<file path="src/rtl/perf_monitor_if.sv">
// Bus between an RV32I core tap and perf_monitor: control, trace inputs and counter read port.
// master = core/debug side driving the taps, slave = the monitor itself.
interface perf_monitor_if #(
    parameter int CNT_W   = 32,
    parameter int NUM_EVT = 4
) ();
    localparam int SEL_W = $clog2(NUM_EVT + 3);

    logic                 i_en;
    logic                 i_clr;
    logic                 i_insn_vld;
    logic [31:0]          i_instr;
    logic [NUM_EVT-1:0]   i_evt;
    logic [SEL_W-1:0]     i_rd_sel;
    logic [CNT_W-1:0]     o_rd_data;
    logic [NUM_EVT+2:0]   o_ovf;
    logic [1:0]           o_state;
    logic                 o_halted;

    modport master (
        output i_en, i_clr, i_insn_vld, i_instr, i_evt, i_rd_sel,
        input  o_rd_data, o_ovf, o_state, o_halted
    );

    modport slave (
        input  i_en, i_clr, i_insn_vld, i_instr, i_evt, i_rd_sel,
        output o_rd_data, o_ovf, o_state, o_halted
    );
endinterface

</file>
<file path="src/rtl/perf_monitor.sv">
// Pipeline performance monitor: cycle/valid/bubble/event counters with halt-triggered freeze.
// Define PERF_MON_SAT_EN to make counters saturate instead of wrapping.
module perf_monitor #(
    parameter int          CNT_W     = 32,
    parameter int          NUM_EVT   = 4,
    parameter logic [31:0] HALT_INSN = 32'h0000006f,
    parameter int          HALT_HOLD = 4
) (
    input  logic           i_clk,
    input  logic           i_rstn,
    perf_monitor_if.slave  bus
);
    localparam int NUM_CNT = NUM_EVT + 3;
    localparam int HOLD_W  = 8;

    typedef enum logic [1:0] {
        ST_IDLE   = 2'd0,
        ST_RUN    = 2'd1,
        ST_DRAIN  = 2'd2,
        ST_HALTED = 2'd3
    } state_t;

    state_t                     state_reg;
    logic                       halted_reg;
    logic [HOLD_W-1:0]          hold_reg;
    logic [CNT_W-1:0]           rd_data_reg;
    logic [CNT_W-1:0]           rd_data_next;
    logic [NUM_CNT*CNT_W-1:0]   cnt_flat;
    logic [NUM_CNT-1:0]         ovf_flat;
    logic [NUM_CNT-1:0]         inc;
    logic                       count_en;

    // The hold countdown keeps running while paused; only counters honour i_en.
    assign count_en = bus.i_en && ((state_reg == ST_RUN) || (state_reg == ST_DRAIN));

    assign inc[0] = 1'b1;
    assign inc[1] = bus.i_insn_vld;
    assign inc[2] = ~bus.i_insn_vld;

    genvar gi;
    generate
        for (gi = 0; gi < NUM_EVT; gi++) begin : g_evt
            assign inc[3 + gi] = bus.i_evt[gi];
        end

        for (gi = 0; gi < NUM_CNT; gi++) begin : g_cnt
            logic [CNT_W-1:0] cnt_reg;
            logic             ovf_reg;
            logic             at_max;

            assign at_max = &cnt_reg;

            always_ff @(posedge i_clk or negedge i_rstn) begin
                if (!i_rstn) begin
                    cnt_reg <= '0;
                    ovf_reg <= 1'b0;
                end else if (bus.i_clr) begin
                    cnt_reg <= '0;
                    ovf_reg <= 1'b0;
                end else if (count_en && inc[gi]) begin
                    if (at_max) begin
                        ovf_reg <= 1'b1;
`ifdef PERF_MON_SAT_EN
                        cnt_reg <= cnt_reg;
`else
                        cnt_reg <= '0;
`endif
                    end else begin
                        cnt_reg <= cnt_reg + CNT_W'(1);
                    end
                end
            end

            assign cnt_flat[gi*CNT_W +: CNT_W] = cnt_reg;
            assign ovf_flat[gi]                = ovf_reg;
        end
    endgenerate

    // Hold counter starts at HALT_HOLD-1 so DRAIN lasts exactly HALT_HOLD edges.
    always_ff @(posedge i_clk or negedge i_rstn) begin
        if (!i_rstn) begin
            state_reg  <= ST_IDLE;
            hold_reg   <= '0;
            halted_reg <= 1'b0;
        end else if (bus.i_clr) begin
            state_reg  <= ST_IDLE;
            hold_reg   <= '0;
            halted_reg <= 1'b0;
        end else begin
            case (state_reg)
                ST_IDLE: begin
                    if (bus.i_en) state_reg <= ST_RUN;
                end
                ST_RUN: begin
                    if (bus.i_instr == HALT_INSN) begin
                        state_reg <= ST_DRAIN;
                        hold_reg  <= HOLD_W'(HALT_HOLD - 1);
                    end
                end
                ST_DRAIN: begin
                    if (hold_reg == '0) begin
                        state_reg  <= ST_HALTED;
                        halted_reg <= 1'b1;
                    end else begin
                        hold_reg <= hold_reg - HOLD_W'(1);
                    end
                end
                default: begin
                    state_reg <= ST_HALTED;
                end
            endcase
        end
    end

    // Out-of-range selects read as zero.
    always_comb begin
        rd_data_next = '0;
        for (int i = 0; i < NUM_CNT; i++) begin
            if (int'(bus.i_rd_sel) == i) rd_data_next = cnt_flat[i*CNT_W +: CNT_W];
        end
    end

    always_ff @(posedge i_clk or negedge i_rstn) begin
        if (!i_rstn) rd_data_reg <= '0;
        else         rd_data_reg <= rd_data_next;
    end

    assign bus.o_rd_data = rd_data_reg;
    assign bus.o_ovf     = ovf_flat;
    assign bus.o_state   = state_reg;
    assign bus.o_halted  = halted_reg;
endmodule

</file>
<file path="src/flat_wrapper.sv">
// flat-port wrapper written by rule: the top's interface ports become plain ports
module perf_monitor_flat 
#(
    parameter int          CNT_W     = 32,
    parameter int          NUM_EVT   = 4,
    parameter logic [31:0] HALT_INSN = 32'h0000006f,
    parameter int          HALT_HOLD = 4
)
  (i_clk, i_rstn, bus_i_en, bus_i_clr, bus_i_insn_vld, bus_i_instr, bus_i_evt, bus_i_rd_sel, bus_o_rd_data, bus_o_ovf, bus_o_state, bus_o_halted);
  perf_monitor_if #(.CNT_W(CNT_W), .NUM_EVT(NUM_EVT)) bus_i ();
  input  logic i_clk;
  input  logic i_rstn;
  input wire logic [$bits(bus_i.i_en)-1:0] bus_i_en;
  input wire logic [$bits(bus_i.i_clr)-1:0] bus_i_clr;
  input wire logic [$bits(bus_i.i_insn_vld)-1:0] bus_i_insn_vld;
  input wire logic [$bits(bus_i.i_instr)-1:0] bus_i_instr;
  input wire logic [$bits(bus_i.i_evt)-1:0] bus_i_evt;
  input wire logic [$bits(bus_i.i_rd_sel)-1:0] bus_i_rd_sel;
  output wire logic [$bits(bus_i.o_rd_data)-1:0] bus_o_rd_data;
  output wire logic [$bits(bus_i.o_ovf)-1:0] bus_o_ovf;
  output wire logic [$bits(bus_i.o_state)-1:0] bus_o_state;
  output wire logic [$bits(bus_i.o_halted)-1:0] bus_o_halted;
  assign bus_i.i_en = bus_i_en;
  assign bus_i.i_clr = bus_i_clr;
  assign bus_i.i_insn_vld = bus_i_insn_vld;
  assign bus_i.i_instr = bus_i_instr;
  assign bus_i.i_evt = bus_i_evt;
  assign bus_i.i_rd_sel = bus_i_rd_sel;
  assign bus_o_rd_data = bus_i.o_rd_data;
  assign bus_o_ovf = bus_i.o_ovf;
  assign bus_o_state = bus_i.o_state;
  assign bus_o_halted = bus_i.o_halted;
  perf_monitor #(.CNT_W(CNT_W), .NUM_EVT(NUM_EVT), .HALT_INSN(HALT_INSN), .HALT_HOLD(HALT_HOLD)) u_core (.i_clk(i_clk), .i_rstn(i_rstn), .bus(bus_i));
endmodule
</file>
<file path="config.mk">
export PLATFORM = sky130hd
export DESIGN_NAME = perf_monitor_flat
export DESIGN_NICKNAME = d
export VERILOG_FILES = /design/src/rtl/perf_monitor_if.sv /design/src/rtl/perf_monitor.sv /design/src/flat_wrapper.sv
export SDC_FILE = /design/constraint.sdc
export NUM_CORES = 1
export LEC_CHECK = 0
export BUFFER_PORTS_ARGS = -buffer_cell sky130_fd_sc_hd__buf_4
export CAP_MARGIN = 15
export CORE_ASPECT_RATIO = 0.5
export CORE_UTILIZATION = 25
export DETAILED_ROUTE_END_ITERATION = 16
export GPL_ROUTABILITY_DRIVEN = 0
export GPL_TIMING_DRIVEN = 0
export PLACE_DENSITY = 0.39
export RECOVER_POWER = 100
export SYNTH_ARGS = -nofsm -noshare
export SYNTH_HDL_FRONTEND = slang
export SYNTH_SLANG_ARGS = --single-unit
</file>
<file path="constraint.sdc">
create_clock -name i_clk -period 2.4 [get_ports i_clk]
set_input_delay 0 -clock i_clk [delete_from_list [all_inputs] [get_ports i_clk]]
set_output_delay 0 -clock i_clk [all_outputs]
set_load 0.02 [all_outputs]
</file>
# ---- Word level (Yosys, flattened, before mapping)
# Index checks and enable logic that the tools add are counted.
dict set report op_classes {
  order_cmp 0
  div 0
  mul 0
  n_mux 61
  eq_ne 13
  add_sub_neg 8
  bitwise_logic 1
  shift 0
  reduce_logical 45
}
# operator n
set op_table {}
lappend op_table {{$mux 32} 28}
lappend op_table {{$add 32x1->32 const B} 7}
lappend op_table {{$reduce_and 32->1} 7}
lappend op_table {{$eq 32x7->1 const B} 1}
lappend op_table {{$reduce_bool 2->1} 16}
lappend op_table {{$mux 1} 24}
lappend op_table {{$mux 8} 3}
lappend op_table {{$pmux 8 s2} 1}
lappend op_table {{$reduce_and 2->1} 8}
lappend op_table {{$eq 3x3->1 const B} 4}
lappend op_table {{$ne 3x3->1 const B} 4}
lappend op_table {{$logic_not 8->1} 1}
lappend op_table {{$mux 2} 4}
lappend op_table {{$sub 8x1->8 const B} 1}
lappend op_table {{$logic_and 1x1->1} 7}
lappend op_table {{$eq 3x2->1 const B} 2}
lappend op_table {{$pmux 2 s3} 1}
lappend op_table {{$reduce_and 3->1} 2}
lappend op_table {{$logic_not 3->1} 1}
lappend op_table {{$reduce_bool 3->1} 1}
lappend op_table {{$eq 2x1->1 const B} 1}
lappend op_table {{$eq 2x2->1 const B} 1}
lappend op_table {{$logic_not 2->1} 1}
lappend op_table {{$logic_or 1x1->1} 1}
lappend op_table {{$not 1->1} 1}
dict set report totals {
  mem_count 0
  wordCells 146
  inputBits 44
  romBits 0
  ram_bits 0
  latchBits 0
  out_inout_bits 42
  ff_bits 274
}

# ---- Depth between registers and ports, before layout
# Gate-level depths: netlist of run 1.
dict set report depth {
  depth_word 8
  mapped_depth 10
  mapped_depth_nobuf 7
}

# ---- Worst setup path after synthesis of run 1
# OpenSTA, ideal clock, no wires.
dict set report synth_path {
  path_type {reg-to-reg}
  from {register u_core.state_reg[0] (netlist: u_core.bus.o_state[0])}
  to {register u_core.g_cnt[0].cnt_reg[29]}
  required_time_ns 2.323
  setup_ns 0.077
  slack_ns 0.088
  arrival_ns 2.235
  n_path_buf 2
  path_stages_with_launch 10
  period_less_slack_ns 2.312
  cell_sequence {dfrtp_1 inv_1 ha_1 a21o_1 buf_2 and4_1 clkbuf_1 nand4_1 or3_1 a21oi_1}
}
dict set report synth_between {
  elab_chain_len 4
  elab_cells_between_ends 5
  classes_between {2 x eq/ne; 3 x reduce/logical}
}
# element line
set synth_lines {}
lappend synth_lines {{from (decl)} perf_monitor.sv:23} ;# state_t state_reg;
lappend synth_lines {{from (signal assigned)} perf_monitor.sv:82} ;# state_reg <= ST_IDLE;
lappend synth_lines {{from (signal assigned)} perf_monitor.sv:86} ;# state_reg <= ST_IDLE;
lappend synth_lines {{from (signal assigned)} perf_monitor.sv:92} ;# if (bus.i_en) state_reg <= ST_RUN;
lappend synth_lines {{$eq 2x1->1 or $eq 2x2->1 (tied branches)} perf_monitor.sv:34} ;# assign count_en = bus.i_en && ((state_reg == ST_RUN) || (state_reg == ST_DRAIN));
lappend synth_lines {{$logic_or 1x1->1 *} perf_monitor.sv:34}
lappend synth_lines {{$logic_and 1x1->1 *} perf_monitor.sv:34}
lappend synth_lines {{$reduce_bool 2->1 (no line) *} n/a}
lappend synth_lines {{to (signal assigned)} perf_monitor.sv:69} ;# cnt_reg <= cnt_reg + CNT_W'(1);
lappend synth_lines {{to (decl)} perf_monitor.sv:47} ;# logic [CNT_W-1:0] cnt_reg;
# Every way passes the cells marked *; elsewhere a longest branch is shown, timed or not.
# A chain may end at the register's enable or synchronous reset.

# ---- Worst setup path after layout of run 1
dict set report layout_path {
  from {register u_core.g_cnt[6].cnt_reg[1]}
  to {register u_core.g_cnt[6].cnt_reg[21]}
}
dict set report layout_between {
  elab_chain_len 4
  elab_cells_between_ends 5
  classes_between {1 x add/sub; 3 x mux; 1 x reduce/logical}
}
# element line
set layout_lines {}
lappend layout_lines {{from (decl)} perf_monitor.sv:47}
lappend layout_lines {{from (signal assigned)} perf_monitor.sv:69}
lappend layout_lines {{$add 32x1->32 or $reduce_and 32->1 (tied branches)} {perf_monitor.sv:69, perf_monitor.sv:51}}
lappend layout_lines {{$mux 32 *} perf_monitor.sv:61} ;# if (at_max) begin
lappend layout_lines {{$mux 32 *} perf_monitor.sv:60} ;# end else if (count_en && inc[gi]) begin
lappend layout_lines {{$mux 32 *} perf_monitor.sv:57} ;# end else if (bus.i_clr) begin
# Every way passes the cells marked *; elsewhere a longest branch is shown, timed or not. The select of a mux whose other input is x is not followed.

==> impl_metrics.toml, run 1 <==
[outcome]
status = "finished clean"

[global_route]
grt_max_degree = 104
grt_util_met1 = 0.282
grt_use_met3 = 0.0264
grt_pass1_vias = 12400
grt_pass1_wl_um = 82200
grtUsageTotal = 0.181
grt-ovfl-total = 0
use_met2 = 0.259
antenna_found_initial = 0
grt.busiest_layer = "met1"

[min_path]
hold_depth = 5
hp-class = "input pin to register"
whs_endpoint = "u_core.g_cnt[0].cnt_reg[14]$_DFFE_PN0P_"
hp-start = "bus_i_clr"

[synth]
syn_inst = 1600
synthSimpleGateAreaFrac = 0.254
syn-num-nets = 1657
synth_top_family_by_area = "simple AND/OR/NAND/NOR gates"
syn_avg_cell_area_um2 = 9.35
ys_types = 59
synth-seq-cells = 274
synth_xor_area_frac = 0.113
muxShareOfSynthArea = 0.0255
synth_async_sr_flop_share = 1.00
synthFlopType = "dfrtp_1"
synth_edf_count = 0
synth_adder_area_share = 0.0109
yosysSeqAreaShare = 0.458
synth_warnings = 0
syn_area_mm2 = 0.0150
synth_compound_area_frac = 0.105

[drt]
remaining_drc_errors = 0
drt_wl_total_um = 55500
ant_nets = 0
drt_iter0_drc = 1173
wire_per_inst_um = 21.5
vias_per_cell = 4.96
via_count = 12800
drt_pass1_iterations = 5

[clock_network]
cts_buffers = 30
clk_pin_slew_ns = 0.06
insertion_delay_ns = 0.59
cts_tree = "built"
cts-root-buf = "clkbuf_16"
cts.sinks = 274
h-tree-depth = 1
clockBufferDepth = 3

[sta]
fmax_mhz = 438
drv_slew = 0
period_needed_ns = 2.29
relSlewSlack = 0.0220
hold_viol = 0
timing.final.crit_share = 0.952
rsz0062_at_grt = "yes"
hold_slack_ns = 0.0223
finClkSkew_ns = 0.0145
finalSetupViolCount = 0
worst_pin_slew_ns = 1.47

[pwr]
p_leak_uw = 0.00744
powerDensity_mw_per_mm2 = 640
vdd_ir_drop_max_uv = 532
total_power_uw = 11700

[cells_and_area]
largest_register_ffs = 224
antenna_cells = 0
syn2layout_area_growth_pct = 22.1
seq_area_mm2 = 0.00686
nets = 1810
drive_above_1_share = 0.144
fillers = 6189
multi_input_area_mm2 = 0.00790
final_common_cell = "dfrtp_1"
final_cell_mix = "dfrtp_1 (272), nor2_1 (259), xor2_1 (141), nand4_1 (113), nand2_1 (97)"

[setup_path]
required_ns = 2.87
worstPathArrival_ns = 2.75
worst-r2r-setup-slack_ns = 0.11
critPathKind = "register to register"
worstSetupStartpointType = "register"
r2r-start = "u_core.g_cnt[6].cnt_reg[1]$_DFFE_PN0P_"
reg2reg_depth = 8
cp-end-kind = "register"
worstPathMaxFanout = 10
reg2reg_to = "u_core.g_cnt[6].cnt_reg[21]$_DFFE_PN0P_"

[die]
io_pins = 86
start_util = 0.257
die_w_um = 348
dieArea_mm2 = 0.0609
design.core.area_mm2 = 0.0583
dieHeight_um = 175
fp-row-count = 62

[place]
dp_hpwl_um = 41100
io_buffers = 84

[flow_run]
cap_violations = 0
[worst max-delay path: stages, from the launching register on]
cell	delay, ns
dfrtp_1	0.44
ha_1	0.22
nand4_1	0.24
nor3_1	0.32
nand4_1	0.23
o21ai_1	0.22
buf_4	0.23
buf_4	0.20
nor2_1	0.06
[layout make-up]
cell class                 instances  share of cell area
buffer                            80              0.0227
inverter                          24             0.00493
tap                              800              0.0548
clock buffer                      41              0.0484
clock inverter                    14             0.00932
sequential                       274               0.376
timing repair buffer             131              0.0518
multi-input combinational       1212               0.432
[worst max path at each step]
stage / to / startpoint / depth (start not counted)
finish: u_core.g_cnt[6].cnt_reg[21]$_DFFE_PN0P_ / u_core.g_cnt[6].cnt_reg[1]$_DFFE_PN0P_ / 8
global route: u_core.g_cnt[3].cnt_reg[16]$_DFFE_PN0P_ / u_core.bus.o_state[0]$_DFFE_PN0P_ / 8
CTS: u_core.g_cnt[1].cnt_reg[13]$_DFFE_PN0P_ / u_core.g_cnt[1].cnt_reg[3]$_DFFE_PN0P_ / 7
detailed placement: u_core.bus.o_halted$_DFFE_PN0P_ / bus_i_clr / 6
global placement: u_core.g_cnt[4].cnt_reg[21]$_DFFE_PN0P_ / i_rstn / 1
floorplan: u_core.g_cnt[0].cnt_reg[29]$_DFFE_PN0P_ / u_core.bus.o_state[0]$_DFFE_PN0P_ / 9
[routing by layer]
layer	wire [µm]	vias to the layer above
met1	28500	6374
met3	2860	61
li1	-	6072
met4	1210	0
met2	22900	272
met5	0	-
[metrics by stage]
stage               TNS, ns  worst slack [ns]   util  cells  cell area (µm²)
CTS                       0           0.00137  0.312   2568            18200
global placement    -507.69             -1.45  0.285   2484            16600
finish                    0             0.114  0.313   2576            18300
global route        -0.0194           -0.0175  0.313   2576            18300
detailed placement  -117.17            -0.888  0.286   2488            16700
floorplan                 0            0.0880      -   1600            15000
[where the power goes]
part / switching (µW) / leakage, µW / internal, µW
Sequential: 173 / 0.00381 / 4750
Combinational: 1130 / 0.00310 / 592
Clock: 2050 / 0.000532 / 2980
[synthesized netlist by cell type, types with 28 or more instances]
cell,count,area (µm²)
nor2_1,263,987
and3_1,31,194
nand3_1,95,475
xnor2_1,52,455
a22oi_1,70,526
a21oi_1,44,220
nand2_1,99,372
dfrtp_1,274,6860
clkbuf_1,46,173
nand4_1,113,707
xor2_1,141,1230
o21ai_0,30,150
nor3_1,28,140
o221ai_1,31,272
[timing repair]
| action | in CTS | in global routing |
|---|---|---|
| buffers inserted | 11 | 13 |
| hold buffers | 18 | 0 |
| setup endpoints to repair | 218 | 174 |
| resized for setup | 51 | 35 |
| endpoints found under the hold margin | 116 | 0 |
| pin swaps | 6 | 6 |
[kinds of logic (layout without fill, tap and decap cells)]
group	after synthesis	in the layout
and+or+nand+nor	745	745
xor gates and xnor gates	193	193
buffers and inverters	114	290
DFF	274	274
adders and majority gates	13	13
AOI/OAI and AO/OA	226	226
muxes	35	35
No activity file was read; power rests on OpenSTA's default activity.
==> run 2, diff against run 1 <==
- CELL_PAD_IN_SITES_DETAIL_PLACEMENT: not set -> 1
- CELL_PAD_IN_SITES_GLOBAL_PLACEMENT: not set -> 1
- PLACE_DENSITY: 0.39 -> 0.47
==> impl_metrics.toml, run 2 (synthesis gave the netlist of run 1 again) <==
[drt]
vias_per_cell = 5.02
remaining_drc_errors = 0
ant_nets = 0
wire_per_inst_um = 23.0
drt_wl_total_um = 59400
drt_iter0_drc = 860
drt_pass1_iterations = 4
via_count = 13000

[die]
dieArea_mm2 = 0.0609
fp-row-count = 62
io_pins = 86
design.core.area_mm2 = 0.0583
start_util = 0.257
dieHeight_um = 175
die_w_um = 348

[clock_network]
clockBufferDepth = 3
cts-root-buf = "clkbuf_16"
cts_buffers = 31
clk_pin_slew_ns = 0.07
insertion_delay_ns = 0.60
h-tree-depth = 1
cts_tree = "built"
cts.sinks = 274

[global_route]
grt_max_degree = 108
grt_pass1_wl_um = 89200
grt_pass1_vias = 13200
antenna_found_initial = 2
grtUsageTotal = 0.197
grt-ovfl-total = 0

[sta]
finalSetupViolCount = 0
relSlewSlack = 0.203
hold_viol = 0
period_needed_ns = 2.28
timing.final.crit_share = 0.948
finClkSkew_ns = 0.0255
drv_slew = 0
hold_slack_ns = 0.0349
fmax_mhz = 440
rsz0062_at_grt = "no"
worst_pin_slew_ns = 1.20

[cells_and_area]
largest_register_ffs = 224
final_cell_mix = "dfrtp_1 (270), nor2_1 (259), xor2_1 (141), nand4_1 (113), nand2_1 (97)"
final_area_mm2 = 0.0182
syn2layout_area_growth_pct = 21.8
final_common_cell = "dfrtp_1"
nets = 1815
instances_no_fill = 2583
drive_above_1_share = 0.138

[place]
io_buffers = 84
place_area_mm2 = 0.0167
dp_hpwl_um = 43800
placed_cells = 2489

[outcome]
status = "finished clean"

[setup_path]
path_buf_inv = 2
worstPathCellList = "ha_1 > nand4_1 > nor3_2 > nand4_1 > o21ai_1 > buf_4 > buf_4 > nor2_1"
required_ns = 2.87
max_stage_delay_ns = 0.44
worstPathMaxFanout = 10
worstSetupStartpointType = "register"
critPathKind = "register to register"
cp-end-kind = "register"
worst-r2r-setup-slack_ns = 0.12
critical-path-top-delay-family = "simple AND/OR/NAND/NOR gates"
cp_slowest_cell = "dfrtp_1"
worstPathArrival_ns = 2.74

[pwr]
powerDensity_mw_per_mm2 = 647
p_leak_uw = 0.00738
vdd_ir_drop_max_uv = 598

[min_path]
hp-class = "input pin to register"

[flow_run]
cap_violations = 0
-- run 2: changes by cell type in the layout (fill, tap and decap cells not counted), moves of 3 or more --
cell           previous run  this run
buf_4                    89        73
clkbuf_1                 69        84
clkbuf_2                  5        18
buf_2                    18         9
dlygate4sd3_1            18        22
nor4_1                   17        21
nor4_2                    9         5
buf_1                     6         3
clkinv_2                 10         7
-- run 2: timing repair --
item / CTS / global route
endpoints found under the hold margin: 191 / 0
pin swaps: 5 / 10
setup endpoints to repair: 221 / 182
gates cloned: 0 / 0
setup buffers: 6 / 19
gates resized for setup: 52 / 27
hold buffers: 22 / 0
-- run 2: area by class of cell --
| type | instances | area [µm²] |
|---|---|---|
| Tap cell | 800 | 1000 |
| Sequential cell | 274 | 6860 |
| Inverter | 24 | 90.1 |
| Buffer | 79 | 405 |
| Fill cell | 6717 | 40000 |
| Timing Repair Buffer | 136 | 942 |
| Antenna cell | 1 | 2.50 |
| Clock inverter | 15 | 188 |
| Clock buffer | 42 | 877 |
| Multi-Input combinational cell | 1212 | 7850 |
-- run 2: report_power, final --
part	switching [µW]	internal (µW)	total, µW
logic	1140	585	1730
clock network	2150	2980	5130
registers	178	4750	4930
-- run 2: layer usage --
metal / global-route usage / share of wire / wire (µm)
met3: 0.0257 / 0.035 / 2060
met1: 0.311 / 0.53 / 31600
met5: 0 / 0 / 0
met4: 0.0321 / 0.016 / 942
met2: 0.283 / 0.42 / 24800
-- run 2: worst reg2reg max path: stages, from the launching register on --
cell	delay (ns)
dfrtp_1	0.44
ha_1	0.22
nand4_1	0.26
nor3_2	0.29
nand4_1	0.21
o21ai_1	0.22
buf_4	0.24
buf_4	0.21
nor2_1	0.07
-- run 2: stage by stage --
step / setup TNS, ns / setup slack, ns / utilization / total power (µW)
2_1_floorplan: 0 / 0.0880 / - / 5860
3_3_place_gp: -527.29 / -1.56 / 0.285 / 6560
3_5_place_dp: -112.70 / -0.846 / 0.286 / 6580
4_1_cts: -0.00699 / -0.00514 / 0.312 / 11900
5_1_grt: 0 / 0.00171 / 0.313 / 12400
6_report: 0 / 0.125 / 0.313 / 11800
-- run 2: path summary, 6_finish.rpt --
check	start	to	cells after the start
max	u_core.g_cnt[6].cnt_reg[1]$_DFFE_PN0P_	u_core.g_cnt[6].cnt_reg[26]$_DFFE_PN0P_	8
min	bus_i_en	u_core.g_cnt[3].cnt_reg[2]$_DFFE_PN0P_	4
max reg2reg	u_core.g_cnt[6].cnt_reg[1]$_DFFE_PN0P_	u_core.g_cnt[6].cnt_reg[26]$_DFFE_PN0P_	8
min reg2reg	u_core.g_cnt[5].ovf_reg$_DFFE_PN0P_	u_core.g_cnt[5].ovf_reg$_DFFE_PN0P_	1
max in group asynchronous	i_rstn	u_core.g_cnt[4].cnt_reg[17]$_DFFE_PN0P_	5
min in group asynchronous	i_rstn	u_core.hold_reg[2]$_DFFE_PN0P_	3
==> run 3, diff against run 2 <==
- CORE_UTILIZATION: 25 -> 50
- CTS_BUF_LIST: not set -> sky130_fd_sc_hd__clkbuf_4 sky130_fd_sc_hd__clkbuf_8
- PLACE_DENSITY: 0.47 -> 0.83
==> impl_metrics.toml, run 3 (synthesis gave the netlist of run 1 again) <==
[outcome]
status = "complete, but fails checks"
violations = "setup timing"

[die]
dieHeight_um = 124
die_w_um = 247
start_util = 0.513
io_pins = 86
dieArea_mm2 = 0.0306
design.core.area_mm2 = 0.0292
fp-row-count = 44

[setup_path]
cp-end-kind = "register"
max_stage_delay_ns = 0.49
cp_slowest_cell = "dfrtp_2"
reg2reg_to = "u_core.g_cnt[3].cnt_reg[18]$_DFFE_PN0P_"
r2r-start = "u_core.g_cnt[3].cnt_reg[14]$_DFFE_PN0P_"
reg2reg_depth = 6
required_ns = 2.85
worst-r2r-setup-slack_ns = -0.0007
worstPathCellList = "nand4_1 > nor4_4 > nand4_1 > o21ai_2 > buf_2 > nor2_1"
worstPathArrival_ns = 2.85
worstPathMaxFanout = 10
worstSetupStartpointType = "register"
cpMostUsedCell = "nand4_1"
critPathKind = "register to register"

[clock_network]
cts_tree = "built"
cts_buffers = 43
clk_pin_slew_ns = 0.07
cts.sinks = 274
clockBufferDepth = 3
h-tree-depth = 2
insertion_delay_ns = 0.61
cts-root-buf = "clkbuf_8"

[drt]
vias_per_cell = 6.37
wire_per_inst_um = 23.9
ant_nets = 0
via_count = 13900
drt_iter0_drc = 1349
drt_pass1_iterations = 5
remaining_drc_errors = 0
drt_wl_total_um = 52200

[sta]
tns_ns = -0.000669
drv_slew = 0
hold_viol = 0
relSlewSlack = 0.253
timing.final.ws_setup_ns = -0.000669
timing.final.crit_share = 1.00
worst_pin_slew_ns = 1.11
fmax_mhz = 417
period_needed_ns = 2.40
finClkSkew_ns = 0.0469
finalSetupViolCount = 1
hold_slack_ns = 0.0263

[min_path]
hp-start = "bus_i_instr[24]"
hold_depth = 5
hp-class = "input pin to register"
whs_endpoint = "u_core.hold_reg[7]$_DFFE_PN0P_"

[cells_and_area]
drive_above_1_share = 0.150
fillers = 3333
multi_input_area_mm2 = 0.00789
largest_register_ffs = 224
instances_no_fill = 2180
final_common_cell = "dfrtp_1"
syn2layout_area_growth_pct = 16.9
final_cell_mix = "dfrtp_1 (269), nor2_1 (259), xor2_1 (141), nand4_1 (113), nand2_1 (97)"
final_area_mm2 = 0.0175
seq_area_mm2 = 0.00686
nets = 1812

[global_route]
grt_max_degree = 112
grt-ovfl-total = 0
grt_pass1_vias = 14300
grtUsageTotal = 0.341
antenna_found_initial = 2
grt_pass1_wl_um = 80400

[flow_run]
cap_violations = 0

[pwr]
p_leak_uw = 0.00730
vdd_ir_drop_max_uv = 574
total_power_uw = 11100
powerDensity_mw_per_mm2 = 633

[place]
dp_hpwl_um = 37600
place_area_mm2 = 0.0161
io_buffers = 84
placed_cells = 2077
[run 3: changes by cell type in the layout (fill, tap and decap cells not counted), sizes merged]
cell	delta
clkinvlp	-1
inv	+1
clkdlybuf4s15	-2
bufinv	-3
dlygate4sd3	-13
buf	+13
clkbuf	+14
clkinv	-3
[run 3: routing by layer]
| layer | vias to the layer above | global-route usage | share of wire |
|---|---|---|---|
| li1 | 6067 | - | - |
| met1 | 7097 | 0.466 | 0.43 |
| met2 | 619 | 0.533 | 0.46 |
| met3 | 95 | 0.0823 | 0.088 |
| met4 | 0 | 0.108 | 0.023 |
| met5 | - | 0 | 0 |
[run 3: worst max-delay path by stage]
stage	slack, ns	startpoint	cells past startpoint	endpoint
detailed placement	-0.77	u_core.bus.o_state[0]$_DFFE_PN0P_	9	u_core.g_cnt[3].cnt_reg[10]$_DFFE_PN0P_
global placement	-1.05	i_rstn	1	u_core.g_cnt[6].cnt_reg[26]$_DFFE_PN0P_
floorplan	0.09	u_core.bus.o_state[0]$_DFFE_PN0P_	9	u_core.g_cnt[0].cnt_reg[29]$_DFFE_PN0P_
finish	-0.0007	u_core.g_cnt[3].cnt_reg[14]$_DFFE_PN0P_	6	u_core.g_cnt[3].cnt_reg[18]$_DFFE_PN0P_
global route	-0.07	u_core.g_cnt[2].cnt_reg[4]$_DFFE_PN0P_	5	u_core.g_cnt[2].cnt_reg[1]$_DFFE_PN0P_
CTS	-0.10	u_core.bus.o_state[1]$_DFFE_PN0P_	9	u_core.g_cnt[6].cnt_reg[25]$_DFFE_PN0P_
[run 3: layout make-up]
| class | count | share of cell area |
|---|---|---|
| diodes | 1 | 0.000143 |
| plain buffers | 82 | 0.0237 |
| clock buffers | 69 | 0.0493 |
| clock inverters | 9 | 0.00436 |
| inverters | 24 | 0.00515 |
| multi-input cells | 1212 | 0.451 |
| flip-flops and latches | 274 | 0.392 |
| well taps | 391 | 0.0280 |
| repair buffers | 118 | 0.0461 |
[run 3: power by group]
part	leakage (µW)	total, µW	internal (µW)	switching [µW]
registers	0.00381	4920	4750	169
logic	0.00299	1720	567	1150
clock network	0.000502	4430	2390	2040
total	0.00730	11100	7710	3360
[run 3: critical path: cells and delay by family (launching register included)]
| family | cells | cell delay (ns) |
|---|---|---|
| AO/OA/AOI/OAI | 1 | 0.33 |
| buffers and inverters | 1 | 0.31 |
| flip-flops | 1 | 0.49 |
| AND/OR/NAND/NOR | 4 | 1.12 |
[run 3: through the flow]
stage	utilization	worst slack (ns)
2_1_floorplan	-	0.0880
6_report	0.599	-0.000669
5_1_grt	0.599	-0.0742
3_5_place_dp	0.553	-0.771
3_3_place_gp	0.551	-1.05
4_1_cts	0.596	-0.101
[run 3: what timing repair did]
item / 4_1_cts / 5_1_grt
hold endpoints to repair: 296 / 0
gates resized for setup: 39 / 40
pin swaps: 7 / 13
hold buffers: 10 / 0
setup endpoints to repair: 217 / 183
setup buffers: 7 / 15
